**config.mk**
```make
export PLATFORM = sky130hd
export DESIGN_NAME = async_fifo_single_clk
export DESIGN_NICKNAME = d
export VERILOG_FILES = /design/src/rtl/async_fifo_pkg.sv /design/src/rtl/async_fifo_mem.sv /design/src/rtl/async_fifo_single_clk.sv
export SDC_FILE = /design/constraint.sdc
export NUM_CORES = 1
export LEC_CHECK = 0
export ABC_CLOCK_PERIOD_IN_PS = 11100
export BUFFER_PORTS_ARGS = -buffer_cell sky130_fd_sc_hd__buf_4
export CORE_ASPECT_RATIO = 0.5
export CORE_MARGIN = 2
export CORE_UTILIZATION = 45
export DETAILED_ROUTE_END_ITERATION = 6
export GPL_TIMING_DRIVEN = 0
export PLACE_DENSITY = 0.63
export SYNTH_ARGS = -nofsm -noshare
export SYNTH_HDL_FRONTEND = slang
export SYNTH_SLANG_ARGS = --single-unit
export TNS_END_PERCENT = 100
```
**constraint.sdc**
```tcl
create_clock -name clk -period 11.1 [get_ports clk]
set_input_delay 0 -clock clk [delete_from_list [all_inputs] [get_ports clk]]
set_output_delay 0 -clock clk [all_outputs]
set_load 0.005 [all_outputs]
```
**src/rtl/async_fifo_pkg.sv**
```systemverilog
// Shared pointer helpers and default sizes for the single-clock FIFO.
// Pointers are packed as {wrap bit, zero-extended index} in a ptr_t.
package async_fifo_pkg;

  localparam int BITS_DEF = 32;
  localparam int SIZE_DEF = 16;

  typedef logic [31:0] ptr_t;

  function automatic logic ptr_full(input ptr_t w, input ptr_t r);
    return (w[31] != r[31]) && (w[30:0] == r[30:0]);
  endfunction

  function automatic logic ptr_empty(input ptr_t w, input ptr_t r);
    return w == r;
  endfunction

endpackage

```
**src/rtl/async_fifo_mem.sv**
```systemverilog
// Simple dual-port register array: one write port, one registered read port.
// Read register clears on reset; the array itself is never cleared.
module async_fifo_mem #(
  parameter int BITS = 32,
  parameter int SIZE = 16
) (
  input  logic                    clk,
  input  logic                    rst,
  input  logic                    wr_en,
  input  logic [$clog2(SIZE)-1:0] wr_addr,
  input  logic [BITS-1:0]         wr_data,
  input  logic                    rd_en,
  input  logic [$clog2(SIZE)-1:0] rd_addr,
  output logic [BITS-1:0]         rd_data
);

  logic [BITS-1:0] mem [SIZE];

  always_ff @(posedge clk) begin
    if (wr_en) begin
      mem[wr_addr] <= wr_data;
    end
  end

  always_ff @(posedge clk) begin
    if (rst) begin
      rd_data <= '0;
    end else if (rd_en) begin
      rd_data <= mem[rd_addr];
    end
  end

endmodule

```
**src/rtl/async_fifo_single_clk.sv**
```systemverilog
// Single-clock FIFO with registered exact full/empty and registered read data.
// Optional almost-full/almost-empty flags: define ASYNC_FIFO_ALMOST_FLAGS_EN.
module async_fifo_single_clk
  import async_fifo_pkg::*;
#(
  parameter int BITS = BITS_DEF,
  parameter int SIZE = SIZE_DEF
`ifdef ASYNC_FIFO_ALMOST_FLAGS_EN
  ,
  parameter int ALMOST_FULL_TH  = SIZE - 2,
  parameter int ALMOST_EMPTY_TH = 2
`endif
) (
  input  logic            clk,
  input  logic            rst,
  input  logic            p_write_en,
  input  logic [BITS-1:0] p_write_data,
  output logic            p_write_full,
  input  logic            p_read_en,
  output logic [BITS-1:0] p_read_data,
  output logic            p_read_empty
`ifdef ASYNC_FIFO_ALMOST_FLAGS_EN
  ,
  output logic            p_write_almost_full,
  output logic            p_read_almost_empty
`endif
);

  localparam int AW = $clog2(SIZE);

  if (SIZE < 2 || (SIZE & (SIZE - 1)) != 0) begin : g_bad_size
    $fatal(1, "async_fifo_single_clk: SIZE must be a power of two >= 2");
  end

  logic [AW:0] wptr;
  logic [AW:0] rptr;
  logic [AW:0] wptr_n;
  logic [AW:0] rptr_n;
  logic        wr_acc;
  logic        rd_acc;

  function automatic ptr_t pack(input logic [AW:0] p);
    return {p[AW], 31'(p[AW-1:0])};
  endfunction

  assign wr_acc = p_write_en & ~p_write_full & ~rst;
  assign rd_acc = p_read_en & ~p_read_empty & ~rst;

  assign wptr_n = wptr + {{AW{1'b0}}, wr_acc};
  assign rptr_n = rptr + {{AW{1'b0}}, rd_acc};

  always_ff @(posedge clk) begin
    if (rst) begin
      wptr         <= '0;
      rptr         <= '0;
      p_read_empty <= 1'b1;
      p_write_full <= 1'b0;
    end else begin
      wptr         <= wptr_n;
      rptr         <= rptr_n;
      p_read_empty <= ptr_empty(pack(wptr_n), pack(rptr_n));
      p_write_full <= ptr_full(pack(wptr_n), pack(rptr_n));
    end
  end

`ifdef ASYNC_FIFO_ALMOST_FLAGS_EN
  logic [AW:0] occ_n;

  assign occ_n = wptr_n - rptr_n;

  always_ff @(posedge clk) begin
    if (rst) begin
      p_write_almost_full <= 1'b0;
      p_read_almost_empty <= 1'b1;
    end else begin
      p_write_almost_full <= int'(occ_n) >= ALMOST_FULL_TH;
      p_read_almost_empty <= int'(occ_n) <= ALMOST_EMPTY_TH;
    end
  end
`endif

  async_fifo_mem #(
    .BITS(BITS),
    .SIZE(SIZE)
  ) u_mem (
    .clk    (clk),
    .rst    (rst),
    .wr_en  (wr_acc),
    .wr_addr(wptr[AW-1:0]),
    .wr_data(p_write_data),
    .rd_en  (rd_acc),
    .rd_addr(rptr[AW-1:0]),
    .rd_data(p_read_data)
  );

endmodule

```
==> results.toml <==
[sta]
finalMaxSlewViolations = 0
fin_ws_ns = 8.30
finalHoldViolCount = 0
max_freq_ghz = 0.357
tns_ns = 0
fin_crit_ns = 2.80
tightest_slew_ns = 1.09
hold_slack_ns = 0.187
relSlewSlack = 0.274
rsz0062_at_grt = "no"
period_share = 0.252
setup_viol = 0
skew_ns = 0.0200

[placed_design]
dpl.hpwl_um = 28500
placed_area_mm2 = 0.0228
portBuffers = 69
gp_congestion = 0.746
dp_cells = 1678
dp_slack_ns = 8.27

[route]
wirelength_um = 45200
num_vias = 9906
via_per_inst = 5.50
dr.pass1.iters = 5
detail-route-antenna-nets = 0
drc = 0
wire_per_inst_um = 25.1
drt_iter0_markers = 974

[floorplan]
io_pins = 70
fp-row-count = 55
core_mm2 = 0.0456
die_w_um = 309
dieArea_mm2 = 0.0485
die_h_um = 157
initial_utilization = 0.460

[pwr]
peakVddDrop_uv = 109
powerDensity_mw_per_mm2 = 164
p_total_mw = 4.04
p_leak_nw = 7.80

[cells_and_area]
seq_area_mm2 = 0.0163
layout.nets = 1176
drive_gt1_frac = 0.327
final_cell_mix = "edfxtp_1, mux4_2, buf_4, nand2_1, mux2_2"
layout_commonest_cell = "edfxtp_1"
diodes = 0
fin_cells = 1801
postLayoutCellArea_mm2 = 0.0246
multi_input_area_mm2 = 0.00457
syn_to_final_growth_pct = 17.2
fin_util = 0.539
num-fill-cells = 3440

[logic_synthesis]
ys_ff_latch = 556
muxShareOfSynthArea = 0.172
yosysSeqAreaShare = 0.774
synth_area_per_cell_um2 = 22.0
yosysWarnings = 0
synth_edf_count = 512
netlist_area_mm2 = 0.0210
synth_xor_area_frac = 0.00459
syn_inst = 955
dominantRegCellSynth = "edfxtp_1"
synthAdderAreaFrac = 0.00238
synth-compound-area-share = 0.0120
synth_nets = 995
synth_top_family_by_area = "multiplexers"
synthArstFlopShare = 0
yosysUniqueCellTypes = 26
synthSimpleGateAreaFrac = 0.0219

[global_route]
grt_pass1_vias = 10500
overflow = 0
grt_antenna_before_repair = 0
grt_max_degree = 23
groute.usage.overall = 0.193
grt_pass1_wl_um = 67000

[clocking]
cts_buffer_depth = 3
cts_sinks = 556
h-tree-depth = 2
cts_tree = "yes"
cts.clk_slew.worst_paths_ns = 0.07
ctsHoldBuffers = 34
post_cts_resized = 0
clk_latency_ns = 0.58
clock-root-buffer = "clkbuf_16"
cts_inserted_buffers = 49
post_cts_buffers = 0

[job]
maxCapViolCount = 0

[outcome]
status = "complete, no violations"

[critical_path]
r2r-end = "u_mem.mem[0][23]"
crit_fanout = 9
cp.required_ns = 11.36
regToRegSetupSlack_ns = 8.30
rr_startpoint = "p_write_full"
cp-start-kind = "register"
crit_path_end_kind = "register"
rr_worst_depth = 4
worstSetupPathType = "reg -> reg"
critical_path_arrival_ns = 3.06

[worst_hold_path]
min_path_type = "in -> reg"
hp-start = "rst"
hold_path_end = "rptr[0]"
hold_path_depth = 3
==> synth_stat cells (4+ instances only) <==
library cell    n  share of area
clkbuf_1       30         0.0054
mux4_2        128           0.14
xor2_1          6         0.0025
nand3_1         6         0.0014
nand2_1        65          0.012
dfxtp_1        44          0.042
edfxtp_1      512           0.73
buf_6           8         0.0043
a22oi_1        32          0.011
ha_1            4         0.0024
nor3_1          4        0.00095
buf_2           8         0.0019
nor2b_1         5         0.0015
nor2_1         18         0.0032
xnor2_1         5         0.0021
mux2_2         64          0.034
==> cell type report <==
class / instances / area share
clock inverter: 19 / 0.00448
inverter: 2 / 0.000305
timing repair buffer: 130 / 0.0517
buffer: 49 / 0.0108
tap: 627 / 0.0319
clock buffer: 70 / 0.0539
sequential: 556 / 0.661
multi-input combinational: 348 / 0.186
==> logic make-up after synthesis <==
kind of cell               Yosys count
muxes                              192
DFF                                556
xor gates and xnor gates            11
adders and majority gates            4
buffers and inverters               51
and+or+nand+nor                    107
AOI/OAI and AO/OA                   34
==> metal layers <==
metal	wire length, um	track usage
met4	887	0.0518
met5	0	0
met2	22200	0.320
met3	2370	0.0291
met1	19700	0.270
==> worst max-delay path: stages (launching register included) <==
cell	delay (ns)
dfxtp_1	0.32
nor3b_1	0.48
or3b_2	0.63
nor3_2	0.78
buf_6	0.27
==> sequential cells by signal (all words and copies together) (netlist names) <==
name / count
u_mem.rd_data: 32
rptr: 5
p_write_full: 1
p_read_empty: 1
wptr: 5
u_mem.mem: 512
==> worst max path at each step <==
stage / start / to / cells after the start
2_1_floorplan: p_write_full / u_mem.mem[0][0] / 3
3_3_place_gp: p_write_full / u_mem.mem[12][24] / 3
3_5_place_dp: rptr[2] / u_mem.rd_data[28] / 7
4_1_cts: rptr[2] / u_mem.rd_data[28] / 7
5_1_grt: rptr[2] / u_mem.rd_data[26] / 7
6_report: p_write_full / u_mem.mem[0][23] / 4
==> power by group <==
part / leakage, nW / switching (mW) / internal (mW) / total, mW
clock network: 0.698 / 0.713 / 0.851 / 1.56
logic: 2.13 / 0.0875 / 0.0817 / 0.169
registers: 4.97 / 0.00759 / 2.30 / 2.31
Note: power is estimated with default switching activity, not from simulation.
